### src/rtl/preg_free_list.sv
// Physical-register free list: circular pool with a commit head and per-ROB-tag
// allocation-pointer checkpoints. Define FREELIST_BYPASS_EN to forward a freed register straight to an empty allocator.
module preg_free_list #(
    parameter int N_PHYS_REGS = 128,
    parameter int N_ARCH_REGS = 32,
    parameter int ROB_DEPTH   = 16,
    localparam int PREG_W     = $clog2(N_PHYS_REGS),
    localparam int ROB_W      = $clog2(ROB_DEPTH),
    localparam int CAP        = N_PHYS_REGS - N_ARCH_REGS,
    localparam int CNT_W      = $clog2(CAP) + 1
) (
    input  logic              clk,
    input  logic              rst,
    input  logic              flush_i,
    input  logic              recover_i,
    input  logic [ROB_W-1:0]  recover_tag_i,
    input  logic              checkpoint_take_i,
    input  logic [ROB_W-1:0]  checkpoint_tag_i,
    input  logic              alloc_req_i,
    output logic              alloc_valid_o,
    output logic [PREG_W-1:0] alloc_preg_o,
    output logic              alloc_inval_o,
    input  logic              retire_i,
    input  logic              free_valid_i,
    input  logic [PREG_W-1:0] free_preg_i,
    output logic [CNT_W-1:0]  count_o
);

    // Pointers run modulo 2*CAP so that full and empty are distinguishable.
    localparam int PTR_W = $clog2(2 * CAP);
    localparam int IDX_W = $clog2(CAP);

    logic [PREG_W-1:0] fl   [CAP];
    logic [PTR_W-1:0]  ckpt [ROB_DEPTH];

    logic [PTR_W-1:0] head, tail, chead;
    logic [PTR_W-1:0] head_alloc, head_next, tail_next, chead_next;
    logic [CNT_W-1:0] count;
    logic             full, empty, free_ok;
    logic             alloc_valid, alloc_fire, ckpt_we;
    logic [PREG_W-1:0] alloc_preg;

    function automatic logic [PTR_W-1:0] ptr_inc(input logic [PTR_W-1:0] p);
        return (p == PTR_W'(2 * CAP - 1)) ? '0 : p + PTR_W'(1);
    endfunction

    function automatic logic [IDX_W-1:0] ptr_idx(input logic [PTR_W-1:0] p);
        return (p >= PTR_W'(CAP)) ? IDX_W'(p - PTR_W'(CAP)) : IDX_W'(p);
    endfunction

    // tail - head modulo 2*CAP; the true difference always fits in PTR_W bits.
    assign count = (tail >= head) ? CNT_W'(tail - head)
                                  : CNT_W'(tail + PTR_W'(2 * CAP) - head);

    // NOTE: every always_comb output gets a default first so no path can infer a latch.
    always_comb begin
        full        = (count == CNT_W'(CAP));
        empty       = (count == '0);
        free_ok     = free_valid_i && !full && (free_preg_i != '0);

        alloc_valid = !empty;
        alloc_preg  = fl[ptr_idx(head)];
`ifdef FREELIST_BYPASS_EN
        if (empty && free_ok) begin
            alloc_valid = 1'b1;
            alloc_preg  = free_preg_i;
        end
`endif
        alloc_fire  = !rst && alloc_req_i && alloc_valid && !recover_i && !flush_i;

        head_alloc  = alloc_fire ? ptr_inc(head) : head;
        chead_next  = retire_i ? ptr_inc(chead) : chead;
        tail_next   = free_ok ? ptr_inc(tail) : tail;

        if (recover_i) begin
            head_next = ckpt[recover_tag_i];
        end else if (flush_i) begin
            head_next = chead_next;
        end else begin
            head_next = head_alloc;
        end

        ckpt_we     = checkpoint_take_i && !recover_i && !flush_i;
    end

    assign alloc_valid_o = alloc_valid;
    assign alloc_preg_o  = alloc_preg;
    assign alloc_inval_o = alloc_fire;
    assign count_o       = count;

    // NOTE: state is updated with non-blocking assignments so every register samples pre-edge values.
    always_ff @(posedge clk or posedge rst) begin
        if (rst) begin
            head  <= '0;
            chead <= '0;
            tail  <= PTR_W'(CAP);
            // NOTE: the pool contents are architecturally visible after reset, so the array is reset too.
            for (int i = 0; i < CAP; i++) begin
                fl[i] <= PREG_W'(N_ARCH_REGS + i);
            end
            for (int i = 0; i < ROB_DEPTH; i++) begin
                ckpt[i] <= '0;
            end
        end else begin
            head  <= head_next;
            tail  <= tail_next;
            chead <= chead_next;
            if (free_ok) begin
                fl[ptr_idx(tail)] <= free_preg_i;
            end
            // Snapshot includes this cycle's grant so the branch keeps its own destination.
            if (ckpt_we) begin
                ckpt[checkpoint_tag_i] <= head_alloc;
            end
        end
    end

endmodule
### config.mk
export PLATFORM = sky130hd
export DESIGN_NAME = preg_free_list
export DESIGN_NICKNAME = d
export VERILOG_FILES = /design/src/rtl/preg_free_list.sv
export SDC_FILE = /design/constraint.sdc
export NUM_CORES = 2
export LEC_CHECK = 0
export BUFFER_PORTS_ARGS = -buffer_cell sky130_fd_sc_hd__buf_2
export CORE_MARGIN = 3
export CORE_UTILIZATION = 30
export DETAILED_ROUTE_END_ITERATION = 8
export GPL_ROUTABILITY_DRIVEN = 0
export PLACE_DENSITY = 0.5
export SLEW_MARGIN = 10
export SYNTH_ARGS = -nofsm -noshare
export SYNTH_HDL_FRONTEND = slang
export SYNTH_SLANG_ARGS = --single-unit
### constraint.sdc
create_clock -name clk -period 54.1 [get_ports clk]
set_input_delay 5.41 -clock clk [delete_from_list [all_inputs] [get_ports clk]]
set_output_delay 5.41 -clock clk [all_outputs]
set_load 0.02 [all_outputs]
# Word level (Yosys, flattened, before mapping)
# Index checks and enable logic that the tools add are counted.
# classes
addsub	8
magnitude_cmp	9
n_eq_ne	4
mux	22
n_bitwise	4
n_reduce_logical	17
# op_table
cell	n
bitwise mux 672 bit	1
bitwise mux 128 bit	1
two-way mux 8 bit	11
binary-select mux 7 bit (select 7 bit)	1
demux 7 bit (select 7 bit)	1
two-way mux 7 bit	5
binary-select mux 8 bit (select 4 bit)	1
demux 8 bit (select 4 bit)	1
adder 8 x 1 -> 8 bit (second input constant)	3
== test 8 bit (second input constant)	3
greater-or-equal comparator 8 x 7 -> 1 bit (second input constant)	2
greater-or-equal comparator 8 bit (second input constant)	2
NOT 7 -> 8 bit	2
subtractor 8 bit	2
subtractor 7 bit (second input constant)	2
greater-or-equal comparator 5 bit (second input constant)	2
logical AND 1 bit	10
NOT 4 -> 5 bit	2
adder 8 bit (second input constant)	1
== test 8 x 7 -> 1 bit (second input constant)	1
greater-or-equal comparator 8 bit	1
zero test 8 bit	1
less-than comparator 8 x 1 -> 1 bit (second input constant)	1
nonzero test 7 bit	1
other kinds (2)	6
# totals
regBits	824
in_bits	23
output_inout_bits	17
wordCells	179

# Longest topological paths before layout
# depth
word_depth	11
depth_mapped	18

# Least setup slack after synthesis
# Ideal clock, no wire load.
# synth_timing
path_type	input to output
startpoint	input rst
endpoint	output alloc_inval_o
arrival_time_ps	26371
required_ps	48690
setup_slack_ps	22319
path_stages	4
cell_sequence	inv_1 > nand3_1 > a21oi_2 > buf_6
# synth_between
elab_chain_len	5
# synth_rtl
item	line	source
start: declaration	13	input logic rst,
zero test 1 bit (no source line)	--	
logical AND 1 bit (4 in a row)	69	alloc_fire = !rst && alloc_req_i && alloc_valid && !recover_i && !flush_i;
end: declaration	22	output logic alloc_inval_o,
# No other way between the ends.

# Worst setup path in the final report
# Ends and elaborated chain as after synthesis.

==> qor.txt <==
Slack of the worst reg-to-reg path = 47.46 ns
Post-synth EDFFs = 0
Slew HR = 20.1%
# resized after CTS = 0
Seq cells post-synth = 824
Clock tree root buffer cell = clkbuf_16
DPL Wire Length = 67600 um
Yosys warnings = 0
Chip Width = 380 um
PortBufs = 39
Min-delay worst type = flop to flop
RSZ-0062 raised after global routing = false
Global route overflow = 0
Avg Cell Area, Syn = 14.3 sq um
Wire length on met1 = 52300 um
Status = completed
Met3 WL = 3010 um
Antenna-violating nets left = 0
Worst Setup Start Kind = input port
Wire length per cell = 22.6 um
Via count = 24100
Drt initial violations = 1487
Clock buffer depth = 3
Top-Level Pins = 40
Postcts setup bufs = 0
Share of layout cells above drive strength 1 = 52.4%
Met2 WL = 51700 um
Vias in the first global route = 25400
Number of max-cap violations = 0
CTS tree = done
Commonest cells after routing, fill and taps aside = dfrtp_1 (451), mux2_2 (372), dfstp_2 (370), mux2_4 (344), mux2i_1 (171)
Prevailing post-synth register cell = dfrtp_1
Clock sink total = 824
CTS buffer count = 95
Crit path DAT = 7.39 ns
H-tree depth = 3
Final Slew Violations = 0
Peak supply drop = 25.8 uV
Initial antenna violation count = 4
Nets@finish = 2936
Total GRT Usage = 15.0%
Initial Utilization = 30.4%
Min Tclk post-route = 12.80 ns
Fin crit share = 23.7%
Cell Area, Synth = 42100 sq um
FFs w/ async S/R, synth = 100%
CP Data Required Time = 48.69 ns
Setup TNS = 0 ns
Register area share after synthesis = 50.1%
Die ar. = 145000 sq um
Final Setup Violations = 0
PwrDens = 51.4 nW/um^2
Cells after Synth = 2940
Final WL = 109000 um
Worst Path Max Fanout = 91
Die Y = 380 um
Vias per cell = 5.00
Fmax = 78.2 MHz
Fin. Hold Viols = 0
P&R area growth vs syn = 11.7%
TritonRoute pass-1 iters = 5
Worst-path clk slew = 0.06 ns
Cell Rows = 136
Post-route DRC = 0
Largest net degree at the start of global routing = 93
Power, Total = 2.42 mW
Syn Nets = 2992
Post-CTS Hold Fix Bufs = 0
Most common cell after layout, fill and taps aside = dfrtp_1
Top Metal Used = met5
Netlist cell types = 86
First-pass GRT wire length = 169000 um
CP Capture Type = output port
Worst-skew pair later-pin latency = 0.69 ns
Worst-Margin Slew = 1.19 ns
Leakage Power = 19.6 nW
Core ar. = 138000 sq um
Clock Skew = 0.0266 ns
Kind of critical path = input port to output port
## worst max-delay path, cell delays in order
cell and delay (ns):
buf_2 0.13, inv_8 0.41, nand3_1 0.37, a21oi_2 0.73, buf_2 0.31
## final cells by class
class / count / area, sq um
clock inverter: 26 / 337
antenna: 2 / 5.00
inverter: 38 / 150
sequential: 824 / 21100
tap: 1863 / 2330
multi-input combinational: 1828 / 19600
fill: 13400 / 91400
clock buffer: 153 / 2820
timing repair buffer: 97 / 661
## routing by layer
| metal | vias to the layer above | GRT usage (%) |
|---|---|---|
| met2 | 288 | 24.5 |
| met3 | 120 | 2.13 |
| met1 | 12900 | 21.0 |
| met4 | 2 | 3.47 |
| met5 | - | 0 |
| li1 | 10800 | - |
## path summary, 6_finish.rpt
check / start / depth (start not counted) / end
max: rst / 5 / alloc_inval_o
min: ckpt[52] / 2 / ckpt[52]
max reg2reg: head[1] / 16 / fl[526]
min reg2reg: ckpt[52] / 2 / ckpt[52]
max in group asynchronous: rst / 6 / fl[101]
min in group asynchronous: rst / 2 / fl[629]
## metrics by stage
step	setup slack (ns)	hold WS, ns	util [%]	cells	cell area [sq um]
2_1_floorplan	22.32	0.445	-	2940	42100
3_3_place_gp	41.23	0.457	31.7	4650	43800
3_5_place_dp	41.23	0.470	31.7	4650	43800
4_1_cts	41.23	0.483	33.9	4829	47000
5_1_grt	41.08	0.502	34.0	4829	47000
6_report	41.30	0.478	34.0	4831	47000
## cell families after synthesis
family | count (synthesis) | share of synthesized area [%]
XOR/XNOR | 14 | 0.291
AO/OA/AOI/OAI | 358 | 5.87
multiplexers | 1019 | 33.2
buffers and inverters | 288 | 3.54
flip-flops | 824 | 50.1
adder cells (fa/ha/maj) | 29 | 0.987
AND/OR/NAND/NOR | 408 | 6.01
## registers in the layout, indices dropped and copies added (netlist names)
signal / count
ckpt: 128
chead: 8
head: 8
fl: 672
tail: 8
## cell usage after synthesis (all sizes together) (4+ instances only)
master / count / area share [%]
a211oi: 20 / 0.40
a21oi: 101 / 1.2
a2bb2oi: 4 / 0.14
and3: 45 / 0.74
and3b: 4 / 0.092
buf: 104 / 1.9
clkbuf: 146 / 1.3
dfrtp: 454 / 27
dfstp: 370 / 23
fa: 7 / 0.33
ha: 22 / 0.65
inv: 38 / 0.34
mux2: 721 / 22
mux2i: 174 / 4.2
mux4: 124 / 6.6
nand2: 79 / 0.70
nand2b: 12 / 0.18
nand3: 72 / 2.0
nand4: 7 / 0.10
nor2: 106 / 0.95
nor2b: 8 / 0.12
nor3: 43 / 0.54
nor4: 4 / 0.059
o211ai: 5 / 0.089
o21ai: 59 / 0.70
o221ai: 85 / 1.8
o22ai: 47 / 0.70
o32ai: 8 / 0.17
or4: 4 / 0.071
xnor2: 13 / 0.27
## power breakdown
| group | leakage (nW) | total, mW | internal (mW) | switching, mW |
|---|---|---|---|---|
| logic | 8.19 | 0.796 | 0.375 | 0.421 |
| clock network | 1.53 | 0.647 | 0.378 | 0.269 |
| registers | 9.91 | 0.974 | 0.862 | 0.111 |
(Power assumes the default switching activity.)
